**src/rtl/imager_capture_sequencer_if.sv**
```systemverilog
// Camera-side bundle of the imager capture sequencer: per-camera start and
// reset pulses towards the stonyman controllers, done pulses and FIFO
// almost-full flags back from them.
interface imager_capture_sequencer_if #(
    parameter int NUM_CAMS = 2
);
    logic [NUM_CAMS-1:0] cam_frame_capture_start;
    logic [NUM_CAMS-1:0] cam_reset;
    logic [NUM_CAMS-1:0] cam_frame_capture_done;
    logic [NUM_CAMS-1:0] cam_fifo_afull;

    // Sequencer side: issues start/reset, observes done/afull.
    modport master (
        output cam_frame_capture_start,
        output cam_reset,
        input  cam_frame_capture_done,
        input  cam_fifo_afull
    );

    // Camera side: receives start/reset, reports done/afull.
    modport slave (
        input  cam_frame_capture_start,
        input  cam_reset,
        output cam_frame_capture_done,
        output cam_fifo_afull
    );
endinterface

```
**src/rtl/imager_capture_sequencer.sv**
```systemverilog
// Multi-camera frame-capture scheduler. Serves enabled cameras in
// ascending-index passes (single or continuous), holds off a camera while its
// pixel FIFO is almost full, supervises each frame with a timeout and keeps a
// frame counter plus a sticky timeout error.
// Optional feature macro: IMAGER_SEQ_TIMESTAMP_EN adds a free-running 32-bit
// cycle counter and a frame_timestamp output latched at every frame start.
module imager_capture_sequencer #(
    parameter  int NUM_CAMS    = 2,
    parameter  int FRAME_CNT_W = 16,
    parameter  int TIMEOUT_W   = 24,
    localparam int CAM_IDX_W   = $clog2(NUM_CAMS)
) (
    input  logic                   clk,
    input  logic                   reset,
    input  logic [NUM_CAMS-1:0]    cfg_cam_enable,
    input  logic                   cfg_continuous,
    input  logic [TIMEOUT_W-1:0]   cfg_timeout,
    input  logic                   seq_start,
    input  logic                   seq_stop,
    input  logic                   err_clear,
    imager_capture_sequencer_if.master cam,
    output logic                   seq_busy,
    output logic [CAM_IDX_W-1:0]   seq_active_cam,
    output logic [FRAME_CNT_W-1:0] frame_count,
    output logic                   irq_frame_done,
`ifdef IMAGER_SEQ_TIMESTAMP_EN
    output logic [31:0]            frame_timestamp,
`endif
    output logic                   err_timeout
);

    typedef enum logic [2:0] {
        IDLE,
        SELECT,
        WAIT_FIFO,
        START,
        CAPTURE,
        NEXT
    } state_t;

    state_t               state;
    logic [NUM_CAMS-1:0]  pass_remaining;
    logic                 stop_pending;
    logic [TIMEOUT_W-1:0] timer;
    logic [NUM_CAMS-1:0]  sel_onehot;
    logic                 stop_now;

    // Index of the lowest camera still owed a frame in this pass.
    function automatic logic [CAM_IDX_W-1:0] lowest_bit(input logic [NUM_CAMS-1:0] v);
        lowest_bit = '0;
        for (int i = NUM_CAMS - 1; i >= 0; i--) begin
            if (v[i]) lowest_bit = CAM_IDX_W'(i);
        end
    endfunction

    // One-hot decode of the camera currently being served.
    assign sel_onehot = {{(NUM_CAMS-1){1'b0}}, 1'b1} << seq_active_cam;
    assign stop_now   = stop_pending | seq_stop;
    assign seq_busy   = (state != IDLE);

    // Scheduler FSM with registered pulse outputs, counter and error flag.
    // NOTE: all state is updated with non-blocking assignments so every
    // register samples the pre-edge values regardless of statement order.
    always_ff @(posedge clk) begin
        if (reset) begin
            state                       <= IDLE;
            pass_remaining              <= '0;
            stop_pending                <= 1'b0;
            timer                       <= '0;
            seq_active_cam              <= '0;
            frame_count                 <= '0;
            irq_frame_done              <= 1'b0;
            err_timeout                 <= 1'b0;
            cam.cam_frame_capture_start <= '0;
            cam.cam_reset               <= '0;
        end else begin
            cam.cam_frame_capture_start <= '0;
            cam.cam_reset               <= '0;
            irq_frame_done              <= 1'b0;
            // A timeout set later in this block overrides the clear.
            if (err_clear) err_timeout <= 1'b0;

            case (state)
                IDLE: begin
                    if (seq_start && (cfg_cam_enable != '0)) begin
                        pass_remaining <= cfg_cam_enable;
                        stop_pending   <= 1'b0;
                        state          <= SELECT;
                    end
                end
                SELECT: begin
                    if (seq_stop) begin
                        state <= IDLE;
                    end else begin
                        seq_active_cam <= lowest_bit(pass_remaining);
                        state          <= WAIT_FIFO;
                    end
                end
                WAIT_FIFO: begin
                    if (seq_stop) begin
                        state <= IDLE;
                    end else if (!cam.cam_fifo_afull[seq_active_cam]) begin
                        cam.cam_frame_capture_start <= sel_onehot;
                        timer                       <= '0;
                        state                       <= START;
                    end
                end
                START: begin
                    if (seq_stop) stop_pending <= 1'b1;
                    state <= CAPTURE;
                end
                CAPTURE: begin
                    timer <= timer + 1'b1;
                    if (seq_stop) stop_pending <= 1'b1;
                    if (cam.cam_frame_capture_done[seq_active_cam]) begin
                        irq_frame_done <= 1'b1;
                        frame_count    <= frame_count + 1'b1;
                        pass_remaining <= pass_remaining & ~sel_onehot;
                        state          <= NEXT;
                    end else if ((cfg_timeout != '0) &&
                                 (timer == cfg_timeout - TIMEOUT_W'(1))) begin
                        err_timeout    <= 1'b1;
                        cam.cam_reset  <= sel_onehot;
                        pass_remaining <= pass_remaining & ~sel_onehot;
                        state          <= NEXT;
                    end
                end
                NEXT: begin
                    if ((pass_remaining != '0) && !stop_now) begin
                        state <= SELECT;
                    end else if ((pass_remaining == '0) && cfg_continuous && !stop_now &&
                                 (cfg_cam_enable != '0)) begin
                        pass_remaining <= cfg_cam_enable;
                        state          <= SELECT;
                    end else begin
                        state <= IDLE;
                    end
                end
                default: state <= IDLE;
            endcase
        end
    end

`ifdef IMAGER_SEQ_TIMESTAMP_EN
    logic [31:0] cycle_count;

    // Free-running cycle counter; its value is captured at each frame start.
    always_ff @(posedge clk) begin
        if (reset) begin
            cycle_count     <= '0;
            frame_timestamp <= '0;
        end else begin
            cycle_count <= cycle_count + 1'b1;
            if (state == START) frame_timestamp <= cycle_count;
        end
    end
`endif

endmodule

```
**src/flat_wrapper.sv**
```systemverilog
// flat-port wrapper written by rule: the top's interface ports become plain ports
module imager_capture_sequencer_flat 
#(
    parameter  int NUM_CAMS    = 2,
    parameter  int FRAME_CNT_W = 16,
    parameter  int TIMEOUT_W   = 24,
    localparam int CAM_IDX_W   = $clog2(NUM_CAMS)
)
  (clk, reset, cfg_cam_enable, cfg_continuous, cfg_timeout, seq_start, seq_stop, err_clear, seq_busy, seq_active_cam, frame_count, irq_frame_done, err_timeout, cam_cam_frame_capture_start, cam_cam_reset, cam_cam_frame_capture_done, cam_cam_fifo_afull);
  imager_capture_sequencer_if #(.NUM_CAMS(NUM_CAMS)) cam_i ();
  input  logic clk;
  input  logic reset;
  input  logic [NUM_CAMS-1:0] cfg_cam_enable;
  input  logic cfg_continuous;
  input  logic [TIMEOUT_W-1:0] cfg_timeout;
  input  logic seq_start;
  input  logic seq_stop;
  input  logic err_clear;
  output logic seq_busy;
  output logic [CAM_IDX_W-1:0] seq_active_cam;
  output logic [FRAME_CNT_W-1:0] frame_count;
  output logic irq_frame_done;
  output logic err_timeout;
  output wire logic [$bits(cam_i.cam_frame_capture_start)-1:0] cam_cam_frame_capture_start;
  output wire logic [$bits(cam_i.cam_reset)-1:0] cam_cam_reset;
  input wire logic [$bits(cam_i.cam_frame_capture_done)-1:0] cam_cam_frame_capture_done;
  input wire logic [$bits(cam_i.cam_fifo_afull)-1:0] cam_cam_fifo_afull;
  assign cam_cam_frame_capture_start = cam_i.cam_frame_capture_start;
  assign cam_cam_reset = cam_i.cam_reset;
  assign cam_i.cam_frame_capture_done = cam_cam_frame_capture_done;
  assign cam_i.cam_fifo_afull = cam_cam_fifo_afull;
  imager_capture_sequencer #(.NUM_CAMS(NUM_CAMS), .FRAME_CNT_W(FRAME_CNT_W), .TIMEOUT_W(TIMEOUT_W)) u_core (.clk(clk), .reset(reset), .cfg_cam_enable(cfg_cam_enable), .cfg_continuous(cfg_continuous), .cfg_timeout(cfg_timeout), .seq_start(seq_start), .seq_stop(seq_stop), .err_clear(err_clear), .cam(cam_i), .seq_busy(seq_busy), .seq_active_cam(seq_active_cam), .frame_count(frame_count), .irq_frame_done(irq_frame_done), .err_timeout(err_timeout));
endmodule
```
**config.mk**
```make
export PLATFORM = sky130hd
export DESIGN_NAME = imager_capture_sequencer_flat
export DESIGN_NICKNAME = d
export VERILOG_FILES = /design/src/rtl/imager_capture_sequencer_if.sv /design/src/rtl/imager_capture_sequencer.sv /design/src/flat_wrapper.sv
export SDC_FILE = /design/constraint.sdc
export NUM_CORES = 1
export LEC_CHECK = 0
export ABC_AREA = 1
export CAP_MARGIN = 20
export CORE_UTILIZATION = 54
export DETAILED_ROUTE_END_ITERATION = 8
export GPL_TIMING_DRIVEN = 1
export PLACE_DENSITY = 0.88
export SLEW_MARGIN = 20
export SYNTH_ARGS = -nofsm -noshare
export SYNTH_HDL_FRONTEND = slang
export SYNTH_SLANG_ARGS = --single-unit
```
**constraint.sdc**
```tcl
create_clock -name clk -period 2.3 [get_ports clk]
set_input_delay 0.23 -clock clk [delete_from_list [all_inputs] [get_ports clk]]
set_output_delay 0.23 -clock clk [all_outputs]
set_load 0.1 [all_outputs]
```
==> qor.yml, run 1 <==
data_required_time_of_the_worst_path_ps: 2560
route.vias.total: 4216
antenna_found_initial: 0
diodes: 0
worstSkewPairLatency_ps: 320
die_height_um: 84.9
crit_buf_inv: 1
critical_path_fanout_max: 8
leakagePower_nw: 1.93
cp_cell_sequence: "clkdlybuf4s50_1 > nor2_1 > nand2_1 > nor2_4 > nand2_1 > nor2_1 > xor2_1 > nand2_1 > nor2_1 > nand3_2 > nand3b_1 > nor2_1"
wl_mm: 10.4
fillers: 539
final_cell_area_sq_mm: 0.00473
global_route.overflow_total: 0
core.rowCount: 29
timing.final.setup_violations: 0
vias_per_cell: 5.50
synth.avg_cell_area_sq_um: 6.23
fmax_ghz: 0.457
met3_wirelength_um: 758
synth-seq-area-share_pct: 28.6
m1WireLength_mm: 4.42
finalCriticalPeriod_ps: 2190
fin_util_pct: 72.8
ant_nets: 0
drtPass1Iterations: 7
tritoncts.num_buffers: 5
first_global_vias: 3935
hold_path.class: "primary input to register"
yosysMostFrequentCell: "sky130_fd_sc_hd__nand2_1"
p_switching_mw: 0.571
topRoutingLayerUsed: "met4"
critical_path_arrival_ps: 2450
vdd_drop_max_mv: 0.364
finalClockSkew_ps: 9.83
endpoint_kind: "register"
synth_largest_type_area_fraction_pct: 28.6
number_of_enable_type_register_cells_in_the_synthesized_netlist: 0
place_congestion: 0.948
critical-path-max-stage-delay_ps: 460
violations: "design-rule violations"
ys_ff_latch: 53
final.period_utilization_pct: 95.1
synthDominantAreaCellType: "sky130_fd_sc_hd__dfxtp_1"
final_layout_size_suffix_gt1_share_pct: 16.8
cts_tree: "done"
post_synth_main_area_contributors: "sky130_fd_sc_hd__dfxtp_1, sky130_fd_sc_hd__nand2_1, sky130_fd_sc_hd__nor2_1"
combinational_power_share_pct: 19.7
core_area_sq_mm: 0.00649
area_growth_syn_to_layout_pct: 27.4
pwr_density_cell_mw_per_mm2: 398
die_width_um: 84.9
slew_headroom_pct: 54.6
initial_core_util_pct: 57.1
wire_length_of_the_first_global_routing_pass_mm: 17.4
maxCapViolations: 0
dpl.hpwl_mm: 8.10
async_flop_share_pct: 0
drc: 5
synth_common_cells: "sky130_fd_sc_hd__nand2_1, sky130_fd_sc_hd__nor2_1, sky130_fd_sc_hd__inv_1, sky130_fd_sc_hd__dfxtp_1, sky130_fd_sc_hd__nand3_1"
cts_h_tree_lvls: 2
grt_util_all_layers_pct: 29.9
cp_top_family: "simple AND/OR/NAND/NOR gates"
synthesis.area_sq_mm: 0.00371
boundaryPins: 60
share_clk_of_total_power_pct: 30.1
detailroute.wirelength.met2_mm: 4.96
startpoint_class: "primary input"
synth.net_count: 634
hold_violations: 0
synth_ff_type: "sky130_fd_sc_hd__dfxtp_1"
detailedPlace.worstSlack_ps: -269
placed_cell_area_sq_mm: 0.00457
setup.worst_path.class: "primary input to register"
swShare_pct: 30.4
detail_route.iter0.violations: 417
total_number_of_nets_in_the_final_design: 728
cts_root_cell: "sky130_fd_sc_hd__clkbuf_8"
worst_path_cell_with_the_longest_stage_delay: "sky130_fd_sc_hd__clkdlybuf4s50_1"
ys_types: 40
worst_pin_slew_ps: 681
synth_cells: 595
design.die.area_sq_mm: 0.00721
synth.yosys.warnings: 0
timing.final.ws_setup_ps: 112
outcome: "finished, violations left"
crit_path_frequent_cell: "sky130_fd_sc_hd__nor2_1"
power.sequential.fraction_pct: 50.2
report.power.total_mw: 1.88
port-buffer-count: 59
drv_slew: 0
clkSinkCount: 53
grt_max_degree: 26
p_int_mw: 1.31
clock_tree.buffer_depth: 2
final.setup.tns_ps: 0
clk_pin_slew_worst_paths_ps: 100
post_dr_wirelength_cell_um: 13.6
final timing paths:
check                                 from  cells after the start                             endpoint  slack [ps]
min reg2reg  u_core.err_timeout$_SDFF_PP0_                      2        u_core.err_timeout$_SDFF_PP0_         500
min                              err_clear                      2        u_core.err_timeout$_SDFF_PP0_         490
max                         cfg_timeout[5]                     12   u_core.cam.cam_reset[0]$_SDFF_PP0_         110
max reg2reg   u_core.state[2]$_SDFFE_PP0P_                     12  u_core.frame_count[13]$_SDFFE_PP0P_         250
kinds of logic after synthesis:
kind of cell,Yosys count,synth area share (%)
fa+ha+maj,3,1.01
buf+inv,78,7.99
flops,53,28.6
xor+xnor,29,7.22
compound gates,72,10.7
simple gates,360,44.5
placed cells by master (no fill, tap or decap), types with 9 or more instances in the layout:
master                            synthesis  layout
sky130_fd_sc_hd__buf_4                    1      63
sky130_fd_sc_hd__clkdlybuf4s50_1          0      34
sky130_fd_sc_hd__nand3_1                 37      36
sky130_fd_sc_hd__a21oi_1                 33      33
sky130_fd_sc_hd__o21ai_0                 26      26
sky130_fd_sc_hd__xnor2_1                 14      14
sky130_fd_sc_hd__nand4_1                 18      18
sky130_fd_sc_hd__nor2_1                  96      94
sky130_fd_sc_hd__or2_2                    9       9
sky130_fd_sc_hd__xor2_1                  14      14
sky130_fd_sc_hd__inv_1                   62      61
sky130_fd_sc_hd__dfxtp_1                 53      49
sky130_fd_sc_hd__nor3_1                  13      13
sky130_fd_sc_hd__nand2_1                151     149
final cells by class:
class                           count  area [sq um]  area share, %
Tap cell                           77          96.3           2.04
Clock inverter                      3          26.3          0.556
Inverter                           66           248           5.24
Timing Repair Buffer               99           837           17.7
Clock buffer                        5          68.8           1.46
Sequential cell                    53          1070           22.6
Multi-Input combinational cell    464          2380           50.5
layer usage:
| metal | track usage [%] | vias up |
|---|---|---|
| li1 | - | 2121 |
| met1 | 37.8 | 1881 |
| met2 | 51.4 | 184 |
| met3 | 4.38 | 30 |
| met4 | 12.0 | 0 |
| met5 | 0 | - |
sequential cells by signal, indices dropped and copies added (netlist names):
name and count:
u_core.pass_remaining 2, u_core.irq_frame_done 1, u_core.seq_active_cam 1, u_core.frame_count 16, u_core.cam.cam_frame_capture_start 2, u_core.err_timeout 1, u_core.state 3, u_core.stop_pending 1
u_core.cam.cam_reset 2, u_core.timer 24
stage by stage:
step	instances	hold slack [ps]
finish	767	493
global route	767	503
CTS	764	492
detailed placement	756	477
global placement	756	462
floorplan	595	341
what timing repair did:
item | CTS | global route
gates resized for setup | 0 | 10
setup buffers | 0 | 2
endpoints found under the setup margin | 0 | 6
hold buffers | 0 | 0
power groups by stage:
stage / clock network, mW / registers, mW / logic, mW
3_5_place_dp: 0 / 0.964 / 0.360
5_1_grt: 0.604 / 0.946 / 0.408
4_1_cts: 0.566 / 0.944 / 0.362
2_1_floorplan: 0 / 0.976 / 0.189
3_3_place_gp: 0 / 0.964 / 0.350
6_report: 0.565 / 0.944 / 0.370
Power figures use the tool's default switching activity.
==> inputs of run 2 (changes only) <==
--- a/config.mk
+++ b/config.mk
@@ -11,6 +11,7 @@
 export DETAILED_ROUTE_END_ITERATION = 8
 export GPL_TIMING_DRIVEN = 1
 export PLACE_DENSITY = 0.88
+export SETUP_SLACK_MARGIN = 0.02
 export SLEW_MARGIN = 20
 export SYNTH_ARGS = -nofsm -noshare
 export SYNTH_HDL_FRONTEND = slang
==> run 2 against run 1 <==
  * Routed wire length rose by 3.4%
  * Global-route usage down 0.066 points
  * Register-to-register slack about the same
  * The run still ends with design-rule violations left
  * Critical endpoint is now u_core.cam.cam_reset[1]$_SDFF_PP0_
  * Count of clock-buffer cells in the layout is the same
  * Critical path depth up 2
  * Cell count grew 0.13%
  * Non-clock buffer count did not move
  * Largest power group unchanged
  * Die area is the same
==> qor.yml, run 2 (synthesis results as in run 1) <==
total_number_of_nets_in_the_final_design: 729
vdd_drop_max_mv: 0.330
port-buffer-count: 59
largest_register_ffs: 24
finalCriticalPeriod_ps: 2170
finalClockSkew_ps: 6.66
topRoutingLayerUsed: "met4"
leakagePower_nw: 1.97
detailedPlace.worstSlack_ps: -213
wl_mm: 10.8
clk_pin_slew_worst_paths_ps: 100
layout.cells.most_common: "sky130_fd_sc_hd__nand2_1"
drc: 4
pwr_density_cell_mw_per_mm2: 414
cell_depth_of_the_worst_min_delay_path: 2
cts_h_tree_lvls: 2
slew_headroom_pct: 63.2
worst-r2r-cell-count: 13
timing.final.ws_setup_ps: 130
clock_tree.buffer_depth: 2
endpoint_kind: "register"
placed_cell_area_sq_mm: 0.00460
design.die.area_sq_mm: 0.00721
mostFrequentLayoutCells: "sky130_fd_sc_hd__nand2_1, sky130_fd_sc_hd__nor2_1, sky130_fd_sc_hd__buf_4"
hold_path.startpoint: "err_clear"
wire_length_of_the_first_global_routing_pass_mm: 17.3
biggestRegsByFlops: "u_core.timer (24), u_core.frame_count (16), u_core.state (3)"
die_width_um: 84.9
first_global_vias: 4037
m1WireLength_mm: 4.63
met3_wirelength_um: 549
global_route.overflow_total: 0
vias_per_cell: 5.53
worstReg2RegEnd: "u_core.frame_count[13]$_SDFFE_PP0P_"
diodes: 0
final.period_utilization_pct: 94.3
drtPass1Iterations: 9
worstReg2RegStart: "u_core.state[1]$_SDFFE_PP0P_"
post_dr_wirelength_cell_um: 14.1
dpl.hpwl_mm: 8.32
route.vias.total: 4247
setup.worst_path.class: "primary input to register"
place_congestion: 0.919
detailroute.wirelength.met2_mm: 5.21
cts_tree: "done"
worst_pin_slew_ps: 547
top_register: "u_core.timer"
regToRegSetupSlack_ps: 260
ant_nets: 0
data_required_time_of_the_worst_path_ps: 2550
maxCapViolations: 0
worst_path_cell_with_the_longest_stage_delay: "sky130_fd_sc_hd__clkdlybuf4s50_1"
critical-path-max-stage-delay_ps: 490
fmax_ghz: 0.461
drv_slew: 0
hold_path.class: "primary input to register"
dp_cells: 759
critical_path_arrival_ps: 2420
detail_route.iter0.violations: 321
core_area_sq_mm: 0.00649
initial_core_util_pct: 57.1
hold-path-endpoint: "u_core.err_timeout$_SDFF_PP0_"
timing.final.setup_violations: 0
cts_root_cell: "sky130_fd_sc_hd__clkbuf_8"
antenna_found_initial: 0
finish.cell_count_without_fillers: 768
boundaryPins: 60
final_cell_area_sq_mm: 0.00478
cp_cell_sequence: "clkdlybuf4s50_1 > nor2_2 > nand2_1 > buf_4 > nor2_1 > nand2_1 > nand2_1 > nand2_1 > nor2_1 > nand4_1 > nor2_1 > nand3_2 > nand3b_1 > nor2_1"
grt_util_all_layers_pct: 29.8
clkSinkCount: 53
hold_violations: 0
tritoncts.num_buffers: 5
critical_path_fanout_max: 3
startpoint_class: "primary input"
area_growth_syn_to_layout_pct: 28.7
post-cts-setup-buffer-count: 0
die_height_um: 84.9
fin_worst_hold_slack_ps: 468
core.rowCount: 29
grt_max_degree: 26
final_layout_size_suffix_gt1_share_pct: 18.5
outcome: "finished, violations left"
worstSkewPairLatency_ps: 310
violations: "design-rule violations"
## run 2: cell count changes in the layout (fill, tap and decap cells not counted), moves of 2 or more
cell	change
sky130_fd_sc_hd__nor2_1	-9
sky130_fd_sc_hd__clkdlybuf4s50_1	-2
sky130_fd_sc_hd__dlymetal6s2s_1	+2
sky130_fd_sc_hd__clkinvlp_4	-2
sky130_fd_sc_hd__nor2_2	+9
## run 2: how the worst max path moves through the flow
stage	startpoint	depth (start not counted)	endpoint	slack (ps)
after floorplan	u_core.frame_count[3]$_SDFFE_PP0P_	9	u_core.frame_count[13]$_SDFFE_PP0P_	40
after global placement	cfg_timeout[0]	16	u_core.pass_remaining[0]$_SDFFE_PP0P_	-90
after detailed placement	cfg_timeout[0]	17	u_core.pass_remaining[0]$_SDFFE_PP0P_	-210
after CTS	cfg_timeout[0]	17	u_core.pass_remaining[0]$_SDFFE_PP0P_	120
after global routing	cfg_timeout[9]	14	u_core.cam.cam_reset[1]$_SDFF_PP0_	-50
final	cfg_timeout[9]	14	u_core.cam.cam_reset[1]$_SDFF_PP0_	130
## run 2: area by class of cell
| type | instances | area [sq um] |
|---|---|---|
| Sequential cell | 53 | 1070 |
| Inverter | 66 | 248 |
| Timing Repair Buffer | 99 | 838 |
| Multi-Input combinational cell | 465 | 2410 |
| Fill cell | 522 | 1720 |
| Clock inverter | 3 | 43.8 |
| Tap cell | 77 | 96.3 |
| Clock buffer | 5 | 68.8 |
## run 2: critical path, delay by kind of cell
family                 cells  cell delay [ps]
and+or+nand+nor           12             1560
buffers and inverters      2              650
## run 2: layer usage
metal  up-vias  track usage (%)
met5         -                0
met4         0             14.3
met3        35             4.28
met2       156             52.8
met1      1937             35.5
li1       2119                -
## run 2: repair_timing
action / CTS / global route
hold endpoints to repair: 0 / 0
setup endpoints to repair: 0 / 6
hold buffers: 0 / 0
resized for setup: 0 / 23
## run 2: stage by stage
step | power (mW) | setup TNS (ps) | util [%]
after floorplan | 1.16 | 0 | -
final | 1.98 | 0 | 73.5
after global routing | 2.04 | -130 | 73.5
after detailed placement | 1.33 | -1040 | 70.8
after global placement | 1.32 | -375 | 70.8
after CTS | 1.97 | 0 | 72.5
## run 2: report_power, final
group	switching [mW]	internal [mW]
Combinational	0.220	0.160
Clock	0.325	0.327
Sequential	0.0143	0.929
